`src/rtl/grid_cursor_rpt.sv`:
```
`default_nettype none
// +----------------------------------------------------------------------------+
// | Module      : grid_cursor_rpt                                              |
// | Description : 2-D keypad-grid cursor with auto-repeat, optional wrap and   |
// |               a per-cell forbidden mask. Outputs cursor x/y, linear index  |
// |               and one-cycle moved/bumped pulses.                           |
// | Revision    : 1.0 - initial release                                        |
// +----------------------------------------------------------------------------+
module grid_cursor_rpt #(
  parameter  int COLS         = 6,
  parameter  int ROWS         = 4,
  parameter  int REPEAT_DELAY = 25_000_000,
  parameter  int REPEAT_RATE  = 6_250_000,
  localparam int XW           = (COLS > 1) ? $clog2(COLS) : 1,
  localparam int YW           = (ROWS > 1) ? $clog2(ROWS) : 1,
  localparam int VW           = $clog2(COLS * ROWS)
) (
  input  logic                   clk,
  input  logic                   rst,
  input  logic                   i_dir_up,
  input  logic                   i_dir_down,
  input  logic                   i_dir_left,
  input  logic                   i_dir_right,
  input  logic                   i_wrap_en,
  input  logic                   i_home,
  input  logic [COLS*ROWS-1:0]   i_blocked,
  output logic [XW-1:0]          o_pos_x,
  output logic [YW-1:0]          o_pos_y,
  output logic [VW-1:0]          o_val,
  output logic                   o_moved,
  output logic                   o_bumped
);

  // One counter serves both the initial delay and the repeat period.
  localparam int              c_CNT_MAX   = (REPEAT_DELAY > REPEAT_RATE) ? REPEAT_DELAY : REPEAT_RATE;
  localparam int              c_CW        = $clog2(c_CNT_MAX);
  localparam logic [c_CW-1:0] c_DLY_LAST  = c_CW'(REPEAT_DELAY - 1);
  localparam logic [c_CW-1:0] c_RATE_LAST = c_CW'(REPEAT_RATE - 1);
  localparam logic [XW-1:0]   c_X_LAST    = XW'(COLS - 1);
  localparam logic [YW-1:0]   c_Y_LAST    = YW'(ROWS - 1);

  typedef enum logic [1:0] {
    ST_IDLE   = 2'd0,
    ST_DELAY  = 2'd1,
    ST_REPEAT = 2'd2
  } state_t;

  typedef enum logic [2:0] {
    DIR_NONE  = 3'd0,
    DIR_UP    = 3'd1,
    DIR_DOWN  = 3'd2,
    DIR_LEFT  = 3'd3,
    DIR_RIGHT = 3'd4
  } dir_t;

  state_t          r_state, w_state_nxt;
  dir_t            r_dir, w_dir_nxt;
  dir_t            w_sel, w_step_dir;
  logic [c_CW-1:0] r_cnt, w_cnt_nxt;
  logic            w_held, w_step;

  logic [XW-1:0]   r_x, w_tx;
  logic [YW-1:0]   r_y, w_ty;
  logic            w_oob, w_reject;
  logic [VW-1:0]   w_tidx;
  logic            r_moved, r_bumped;

  // Highest-priority asserted button: up, down, left, right.
  always_comb begin
    w_sel = DIR_NONE;
    if (i_dir_up)         w_sel = DIR_UP;
    else if (i_dir_down)  w_sel = DIR_DOWN;
    else if (i_dir_left)  w_sel = DIR_LEFT;
    else if (i_dir_right) w_sel = DIR_RIGHT;
  end

  // Is the button belonging to the latched direction still pressed?
  always_comb begin
    w_held = 1'b0;
    case (r_dir)
      DIR_UP:    w_held = i_dir_up;
      DIR_DOWN:  w_held = i_dir_down;
      DIR_LEFT:  w_held = i_dir_left;
      DIR_RIGHT: w_held = i_dir_right;
      default:   w_held = 1'b0;
    endcase
  end

  // Repeat FSM next state, counter and step request; home overrides everything.
  always_comb begin
    w_state_nxt = r_state;
    w_cnt_nxt   = r_cnt;
    w_dir_nxt   = r_dir;
    w_step      = 1'b0;
    w_step_dir  = r_dir;
    case (r_state)
      ST_IDLE: begin
        if (w_sel != DIR_NONE) begin
          w_dir_nxt   = w_sel;
          w_step_dir  = w_sel;
          w_step      = 1'b1;
          w_cnt_nxt   = '0;
          w_state_nxt = ST_DELAY;
        end
      end
      ST_DELAY: begin
        if (!w_held) begin
          w_dir_nxt   = DIR_NONE;
          w_cnt_nxt   = '0;
          w_state_nxt = ST_IDLE;
        end else if (r_cnt == c_DLY_LAST) begin
          w_step      = 1'b1;
          w_cnt_nxt   = '0;
          w_state_nxt = ST_REPEAT;
        end else begin
          w_cnt_nxt = r_cnt + 1'b1;
        end
      end
      ST_REPEAT: begin
        if (!w_held) begin
          w_dir_nxt   = DIR_NONE;
          w_cnt_nxt   = '0;
          w_state_nxt = ST_IDLE;
        end else if (r_cnt == c_RATE_LAST) begin
          w_step    = 1'b1;
          w_cnt_nxt = '0;
        end else begin
          w_cnt_nxt = r_cnt + 1'b1;
        end
      end
      default: begin
        w_dir_nxt   = DIR_NONE;
        w_cnt_nxt   = '0;
        w_state_nxt = ST_IDLE;
      end
    endcase
    if (i_home) begin
      w_step      = 1'b0;
      w_dir_nxt   = DIR_NONE;
      w_cnt_nxt   = '0;
      w_state_nxt = ST_IDLE;
    end
  end

  // FSM, counter and latched-direction registers.
  always_ff @(posedge clk or posedge rst) begin
    if (rst) begin
      r_state <= ST_IDLE;
      r_cnt   <= '0;
      r_dir   <= DIR_NONE;
    end else begin
      r_state <= w_state_nxt;
      r_cnt   <= w_cnt_nxt;
      r_dir   <= w_dir_nxt;
    end
  end

  // Target cell of the step; out-of-grid targets are pre-wrapped and flagged.
  always_comb begin
    w_tx  = r_x;
    w_ty  = r_y;
    w_oob = 1'b0;
    case (w_step_dir)
      DIR_UP: begin
        if (r_y == '0) begin
          w_oob = 1'b1;
          w_ty  = c_Y_LAST;
        end else begin
          w_ty = r_y - 1'b1;
        end
      end
      DIR_DOWN: begin
        if (r_y == c_Y_LAST) begin
          w_oob = 1'b1;
          w_ty  = '0;
        end else begin
          w_ty = r_y + 1'b1;
        end
      end
      DIR_LEFT: begin
        if (r_x == '0) begin
          w_oob = 1'b1;
          w_tx  = c_X_LAST;
        end else begin
          w_tx = r_x - 1'b1;
        end
      end
      DIR_RIGHT: begin
        if (r_x == c_X_LAST) begin
          w_oob = 1'b1;
          w_tx  = '0;
        end else begin
          w_tx = r_x + 1'b1;
        end
      end
      default: begin
        w_tx  = r_x;
        w_ty  = r_y;
        w_oob = 1'b0;
      end
    endcase
  end

  // Only the adjacent target cell is examined, so a blocked cell is never skipped.
  assign w_tidx   = VW'(int'(w_ty) * COLS + int'(w_tx));
  assign w_reject = (w_oob & ~i_wrap_en) | i_blocked[w_tidx];

  // Position registers with moved/bumped pulses.
  always_ff @(posedge clk or posedge rst) begin
    if (rst) begin
      r_x      <= '0;
      r_y      <= '0;
      r_moved  <= 1'b0;
      r_bumped <= 1'b0;
    end else begin
      r_moved  <= 1'b0;
      r_bumped <= 1'b0;
      if (i_home) begin
        r_x     <= '0;
        r_y     <= '0;
        r_moved <= (r_x != '0) || (r_y != '0);
      end else if (w_step) begin
        if (w_reject) begin
          r_bumped <= 1'b1;
        end else begin
          r_x     <= w_tx;
          r_y     <= w_ty;
          r_moved <= 1'b1;
        end
      end
    end
  end

  assign o_pos_x  = r_x;
  assign o_pos_y  = r_y;
  assign o_val    = VW'(int'(r_y) * COLS + int'(r_x));
  assign o_moved  = r_moved;
  assign o_bumped = r_bumped;

endmodule
`default_nettype wire

```
`config.mk`:
```
export PLATFORM = sky130hd
export DESIGN_NAME = grid_cursor_rpt
export DESIGN_NICKNAME = d
export VERILOG_FILES = /design/src/rtl/grid_cursor_rpt.sv
export SDC_FILE = /design/constraint.sdc
export NUM_CORES = 1
export LEC_CHECK = 0
export CORE_MARGIN = 4
export CORE_UTILIZATION = 59
export DETAILED_ROUTE_END_ITERATION = 6
export GPL_TIMING_DRIVEN = 1
export PLACE_DENSITY = 0.86
export SYNTH_ARGS = -nofsm -noshare
export SYNTH_HDL_FRONTEND = slang
export SYNTH_SLANG_ARGS = --single-unit
```
`constraint.sdc`:
```
create_clock -name clk -period 10.5 [get_ports clk]
set_input_delay 2.1 -clock clk [delete_from_list [all_inputs] [get_ports clk]]
set_output_delay 2.1 -clock clk [all_outputs]
set_load 0.005 [all_outputs]
```
# ---- Word-level counts from Yosys, hierarchy flattened
# Index checks and enable logic that the tools add are counted.
dict set report word_totals {
  output_inout_bits 12
  register_bits 37
  elab_cells 105
  input_bits 32
}
dict set report op_classes {
  mux 55
  n_addsub 7
  magnitude_cmp 1
  reduce_logical 11
  bitwise_logic 3
  n_eq_ne 19
  multipliers 2
}
# operator count
set ops {}
lappend ops {{two-way mux 25 bit} 6}
lappend ops {{one-hot mux 25 bit (3 select lines)} 1}
lappend ops {{two-way mux 3 bit} 13}
lappend ops {{adder 25 x 1 -> 25 bit, second input constant} 1}
lappend ops {{== test 25 x 23 -> 1 bit, second input constant} 1}
lappend ops {{== test 25 bit, second input constant} 1}
lappend ops {{two-way mux 2 bit} 10}
lappend ops {{two-way mux 1 bit} 17}
lappend ops {{== test 3 x 2 -> 1 bit, second input constant} 4}
lappend ops {{one-hot mux 3 bit (2 select lines)} 2}
lappend ops {{adder 5 x 3 -> 5 bit} 2}
lappend ops {{== test 3 bit, second input constant} 3}
lappend ops {{!= test 3 bit, second input constant} 3}
lappend ops {{multiplier 2 x 2 -> 4 bit, second input constant} 2}
lappend ops {{one-hot mux 1 bit (4 select lines)} 2}
lappend ops {{== test 3 x 1 -> 1 bit, second input constant} 2}
lappend ops {{less-than comparator 5 x 6 -> 1 bit, second input constant} 1}
lappend ops {{one-hot mux 2 bit (3 select lines)} 1}
lappend ops {{nonzero test 3 bit} 2}
lappend ops {{binary-select mux 1 bit (select 5 bit)} 1}
lappend ops {{== test 2 bit, second input constant} 2}
lappend ops {{zero test 2 bit} 2}
lappend ops {{!= test 4 bit, second input constant} 1}
lappend ops {{one-hot mux 2 bit (2 select lines)} 1}
lappend ops {{other kinds (16)} 17}

# ---- Depth between registers and ports, before layout
dict set report depth {
  ltp_word 17
  mapped_depth 21
  depth_no_buf 20
}

# ---- Worst setup path after synthesis
# Ideal clock, no wire load.
dict set report synth_path {
  kind {input-to-reg}
  startpoint {in i_dir_up}
  endpoint {reg r_x[1] (netlist: o_pos_x[1])}
  t_required_ns 10.379
  path_stages 15
  arrival_time_ns 5.401
  setup_time_ns 0.121
  path_buffers 0
  setup_slack_ns 4.978
  path_cell_list {and2b_1 a22oi_2 o21ai_0 o21ai_0 nand2_1 a22o_1 ha_1 inv_1 fa_1 inv_1 mux4_2 nor2_1 o311ai_2 nor2b_4 a22o_1}
}
dict set report synth_via {
  elab_chain_cells 13
  elab_cells_between_ends 29
  cone_classes {1 x add/sub; 1 x mul; 5 x eq/ne; 17 x mux; 2 x bitwise; 3 x reduce/logical}
}
# element line
set synth_lines {}
lappend synth_lines {{start: declaration} 20} ;# input logic i_dir_up,
lappend synth_lines {{two-way mux 3 bit} 71} ;# if (i_dir_up) w_sel = DIR_UP;
lappend synth_lines {{nonzero test 3 bit} 98} ;# if (w_sel != DIR_NONE) begin
lappend synth_lines {{two-way mux 3 bit} 98}
lappend synth_lines {{two-way mux 3 bit} 96} ;# case (r_state)
lappend synth_lines {{== test 3 x 2 -> 1 bit / == test 3 x 1 -> 1 bit (equally long branches)} 163} ;# case (w_step_dir)
lappend synth_lines {{one-hot mux 2 bit (2 select lines)} 163}
lappend synth_lines {{multiplier 2 x 2 -> 4 bit} 205} ;# assign w_tidx = VW'(int'(w_ty) * COLS + int'(w_tx));
lappend synth_lines {{adder 5 x 3 -> 5 bit} 205}
lappend synth_lines {{binary-select mux 1 bit (select 5 bit)} 206} ;# assign w_reject = (w_oob & ~i_wrap_en) | i_blocked[w_tidx];
lappend synth_lines {{two-way mux 1 bit (implied by the code)} 206}
lappend synth_lines {{OR 1 bit} 206}
lappend synth_lines {{!= test 2 bit (no line)} n/a}
lappend synth_lines {{AND reduction 2 bit (no line)} n/a}
lappend synth_lines {{end signal: assignment} 226} ;# r_x <= w_tx;
lappend synth_lines {{end: declaration} 62} ;# logic [XW-1:0] r_x, w_tx;
# Parallel ways exist; a longest one is shown, timed or not. The select of a mux whose other input is x is not followed.
# A chain may end at the register's enable or synchronous reset.

# ---- Worst setup path in the final report
dict set report layout_path {
  startpoint {in i_dir_right}
  endpoint {reg r_x[2] (netlist: o_pos_x[2])}
}
dict set report layout_via {
  elab_chain_cells 16
  elab_cells_between_ends 32
  cone_classes {1 x add/sub; 1 x mul; 5 x eq/ne; 20 x mux; 2 x bitwise; 3 x reduce/logical}
}
# element line
set layout_lines {}
lappend layout_lines {{start: declaration} 23} ;# input logic i_dir_right,
lappend layout_lines {{two-way mux 3 bit} 74} ;# else if (i_dir_right) w_sel = DIR_RIGHT;
lappend layout_lines {{two-way mux 3 bit} 73} ;# else if (i_dir_left) w_sel = DIR_LEFT;
lappend layout_lines {{two-way mux 3 bit} 72} ;# else if (i_dir_down) w_sel = DIR_DOWN;
lappend layout_lines {{two-way mux 3 bit} 71}
lappend layout_lines {{nonzero test 3 bit} 98}
lappend layout_lines {{two-way mux 3 bit} 98}
lappend layout_lines {{two-way mux 3 bit} 96}
lappend layout_lines {{== test 3 x 2 -> 1 bit / == test 3 x 1 -> 1 bit (equally long branches)} 163}
lappend layout_lines {{one-hot mux 2 bit (2 select lines)} 163}
lappend layout_lines {{multiplier 2 x 2 -> 4 bit} 205}
lappend layout_lines {{adder 5 x 3 -> 5 bit} 205}
lappend layout_lines {{binary-select mux 1 bit (select 5 bit)} 206}
lappend layout_lines {{two-way mux 1 bit (implied by the code)} 206}
lappend layout_lines {{OR 1 bit} 206}
lappend layout_lines {{!= test 2 bit (no line)} n/a}
lappend layout_lines {{AND reduction 2 bit (no line)} n/a}
# Parallel ways exist; a longest one is shown, timed or not. The select of a mux whose other input is x is not followed.

==> parameters.txt <==
Parameter                              Value

Critical path
  Required @ worst endpoint ... 10.68 ns
  Source of the worst register-to-register timing path ... r_state[0]$_DFFE_PP0P_
  Start point of the critical path ... i_dir_right
  CP Buf/Inv Count ... 3
  Critical Path Fanout Max ... 8
  Master of the slowest instance on the critical path ... sky130_fd_sc_hd__clkdlybuf4s50_1
  Delay of the slowest critical-path stage ... about 0.52 ns
  Most frequent CP cell ... sky130_fd_sc_hd__nor2_1
  Worst path arrival time ... 6.34 ns
  Kind of end point of the critical path ... flip-flop
  Nature of the critical path startpoint ... input pin
  Cell family with the largest share of critical-path delay ... compound AO/OA/AOI/OAI gates
  Chain of cells forming the critical path ... clkdlybuf4s50_1 -> nand2b_1 -> a21oi_2 -> nor2_1 -> nor2_1 -> o21ai_0 -> a21oi_1 -> nor2_1 -> a21oi_1 -> ha_1 -> inv_1 -> fa_1 -> inv_1 -> mux4_2 -> nor2_1 -> o311ai_2 -> nor2b_4 -> a22o_1
  Category of the most critical setup path ... in -> reg

GRT
  Number of global-route vias before repair ... roughly 2600
  Gr ovfl total ... 0
  Total routing resource utilization after global routing ... between 20 and 25%
  Fraction of met1 tracks used by global routing ... between 30% and 40%
  Largest net degree at the start of global routing ... 38
  First-pass GRT wire length ... 12000 µm
  Number of antenna violations at the first check in global routing ... 0
  Highest-utilization routing layer at the global route stage ... met2
  Met3 Usage GRT ... between 4 and 5%
  Grt met2 use ... about two fifths

Pwr
  Total power per unit cell area ... approximately 220 mW/mm²
  Static leakage ... between 1 and 1.5 nW
  Max rail drop VDD ... 0.156 mV

Placement
  IO Port Bufs ... 43
  Placed Cells incl. Taps ... 446
  Final weighted congestion of routability-driven global placement ... 0.871
  Place WS ... around 4.1 ns
  DPL Wire Length ... 5160 µm

Yosys
  Post-synthesis cell area ... 0.00291 mm²
  Average instance area after synthesis ... 8.38 µm²
  Post-synthesis net count ... slightly below 400
  Sequential share of the synthesized area ... 31.8%
  Top cells by area, synth ... sky130_fd_sc_hd__dfrtp_1 (32%), sky130_fd_sc_hd__ha_1 (6.9%), sky130_fd_sc_hd__nor2_1 (5.5%)
  Count of flip-flops with a built-in enable after synthesis ... 0
  Post-Syn Instances ... 347
  Cell type contributing the most total cell area after synthesis ... sky130_fd_sc_hd__dfrtp_1
  Most used standard cell by instance count after synthesis ... sky130_fd_sc_hd__nor2_1
  Distinct cell type count after synthesis ... 61
  Synth top area share ... 31.8%
  FFs w/ async S/R, synth ... 100%
  Synth warnings ... 0
  Commonest cells in the synthesized netlist ... sky130_fd_sc_hd__nor2_1 (43), sky130_fd_sc_hd__nand2_1 (42), sky130_fd_sc_hd__dfrtp_1 (37), sky130_fd_sc_hd__o21ai_0 (26), sky130_fd_sc_hd__inv_1 (19)
  Top FF cell, synth ... sky130_fd_sc_hd__dfrtp_1
  Post-synthesis register bit count ... 37

Detailed routing
  Residual DRC count ... 0
  Iter 0 DRT Violations ... about 280
  DR pass1 iterations ... 6
  Routed via count ... 2729
  Number of antenna-violating nets in the routed design ... 0
  Detailed-route wire length per cell ... roughly 15 µm
  Avg Vias per Cell ... 6.02
  Wire length reported by the detailed router ... 6810 µm

STA
  Setup TNS ... 0 ns
  Setup violators final ... 0
  Setup slack of the critical path after layout ... 4.34 ns
  Achievable Freq ... 0.162 GHz
  Final worst hold slack ... 0.521 ns
  Crit share post-route ... 58.7%
  Setup repair after global routing missed its margin ... no
  Setup skew after layout ... around 0.0094 ns
  Pin slew with the least headroom to its limit ... 1.02 ns
  Number of hold violations in the final report ... 0
  Number of max-slew violations in the final report ... 0
  Shortest period the worst path allows ... 6.16 ns
  Worst slew margin relative to its limit ... 31.5%

CTS
  Resized Gates After CTS ... 0
  CTS HTree Levels ... 2
  Master cell of the clock root buffer ... sky130_fd_sc_hd__clkbuf_8
  Clock tree from TritonCTS ... done
  Sink count of the clock tree ... 37
  Number of buffers created by CTS ... 5
  Latest clock arrival within the worst-skew pair ... 0.29 ns
  Number of buffers on the longest clock path ... 2
  Number of hold-repair buffers added at the cts stage ... 0
  CTS clock-pin slew for the worst setup and hold paths ... 0.07 ns
  Buffer count from post-CTS setup fixing ... 0

Worst hold path
  Min-Delay Startpoint ... r_cnt[3]$_DFFE_PP0P_
  Type of the worst min-delay path ... reg -> reg

Floorplan
  Full die area ... 0.00612 mm²
  Y dimension of the die ... ~78 µm
  Die width ... around 78 µm
  Core Region ... ~0.0048 mm²
  Boundary pin count ... 44
  Total number of placement rows ... 25
  Starting density of the core ... 61.2%

Cells and area
  Fraction of final layout cells sized beyond drive strength 1 ... 6.99%
  Relative area change from synthesis to final layout ... 19.1%
  Final cell count without fillers ... 453
  Filler Cells Inserted ... 367
  Diode insertion count for antenna repair ... 0
  Total number of nets in the final design ... 436
  Final core area utilization ... 72.9%

Run status
  Result of the run ... finished, final reports clean

Flow run
  Reported max-cap violation count ... 0
## cell type report
type / count / area [µm²] / share of cell area, %
clock buffers: 6 / 72.6 / 2.09
repair buffers: 45 / 445 / 12.9
clock inverters: 1 / 8.76 / 0.253
flip-flops and latches: 37 / 926 / 26.7
well taps: 67 / 83.8 / 2.42
inverters: 19 / 71.3 / 2.06
multi-input cells: 278 / 1860 / 53.6
## registers in the layout (all words and copies together), names as in the netlist
signal / cells
o_pos_y: 2
o_bumped: 1
r_dir: 3
o_pos_x: 3
o_moved: 1
r_state: 2
r_cnt: 25
## metrics by stage
stage	total power, mW	area [µm²]
2_1_floorplan	0.535	2910
3_3_place_gp	0.641	3380
3_5_place_dp	0.654	3380
4_1_cts	0.752	3460
5_1_grt	0.828	3460
6_report	0.754	3460
## layout by cell type, fill, tap and decap left out, types with 10 or more instances in the layout
cell	n
sky130_fd_sc_hd__a21oi_1	13
sky130_fd_sc_hd__a22o_1	10
sky130_fd_sc_hd__xor2_1	13
sky130_fd_sc_hd__clkdlybuf4s50_1	43
sky130_fd_sc_hd__o21ai_0	26
sky130_fd_sc_hd__inv_1	19
sky130_fd_sc_hd__nor2_1	43
sky130_fd_sc_hd__ha_1	16
sky130_fd_sc_hd__nand2_1	42
sky130_fd_sc_hd__dfrtp_1	37
## path summary, 6_finish.rpt
kind	to	slack [ns]	depth (start not counted)
hold reg to reg	r_cnt[3]$_DFFE_PP0P_	0.52	1
setup reg to reg	o_pos_x[2]$_DFFE_PP0P_	5.89	17
setup / recovery	o_pos_x[2]$_DFFE_PP0P_	4.34	18
max in group asynchronous	r_cnt[6]$_DFFE_PP0P_	7.94	3
hold / removal	r_cnt[3]$_DFFE_PP0P_	0.52	1
min in group asynchronous	o_pos_y[0]$_DFFE_PP0P_	2.21	3
## layer usage
metal | vias to the layer above | wire length [µm]
li1 | 1301 | -
met1 | 1266 | 2940
met2 | 141 | 3150
met3 | 21 | 556
met4 | 0 | 167
met5 | - | 0
## where the power goes
group	internal (mW)	switching [mW]	leakage (nW)
sequential	0.155	0.0196	0.511
clock	0.0459	0.0503	0.0412
combinational	0.226	0.258	0.884
## worst reg2reg max path, delay by kind of cell, from the launching register on
kind,cells,cell delay (ns)
buf+inv,3,0.30
compound gates,6,1.46
flops,1,0.40
simple gates,4,0.68
fa+ha+maj,3,1.15
mux,1,0.50
## cells by family (layout without fill, tap and decap cells)
| logic type | Yosys count | count (layout) | synth area share (%) |
|---|---|---|---|
| flops | 37 | 37 | 31.8 |
| fa+ha+maj | 18 | 18 | 8.26 |
| simple gates | 147 | 147 | 25.3 |
| mux | 7 | 7 | 3.31 |
| buf+inv | 32 | 71 | 4.34 |
| compound gates | 85 | 85 | 20.6 |
| xor+xnor | 21 | 21 | 6.32 |
(Power assumes the default switching activity.)
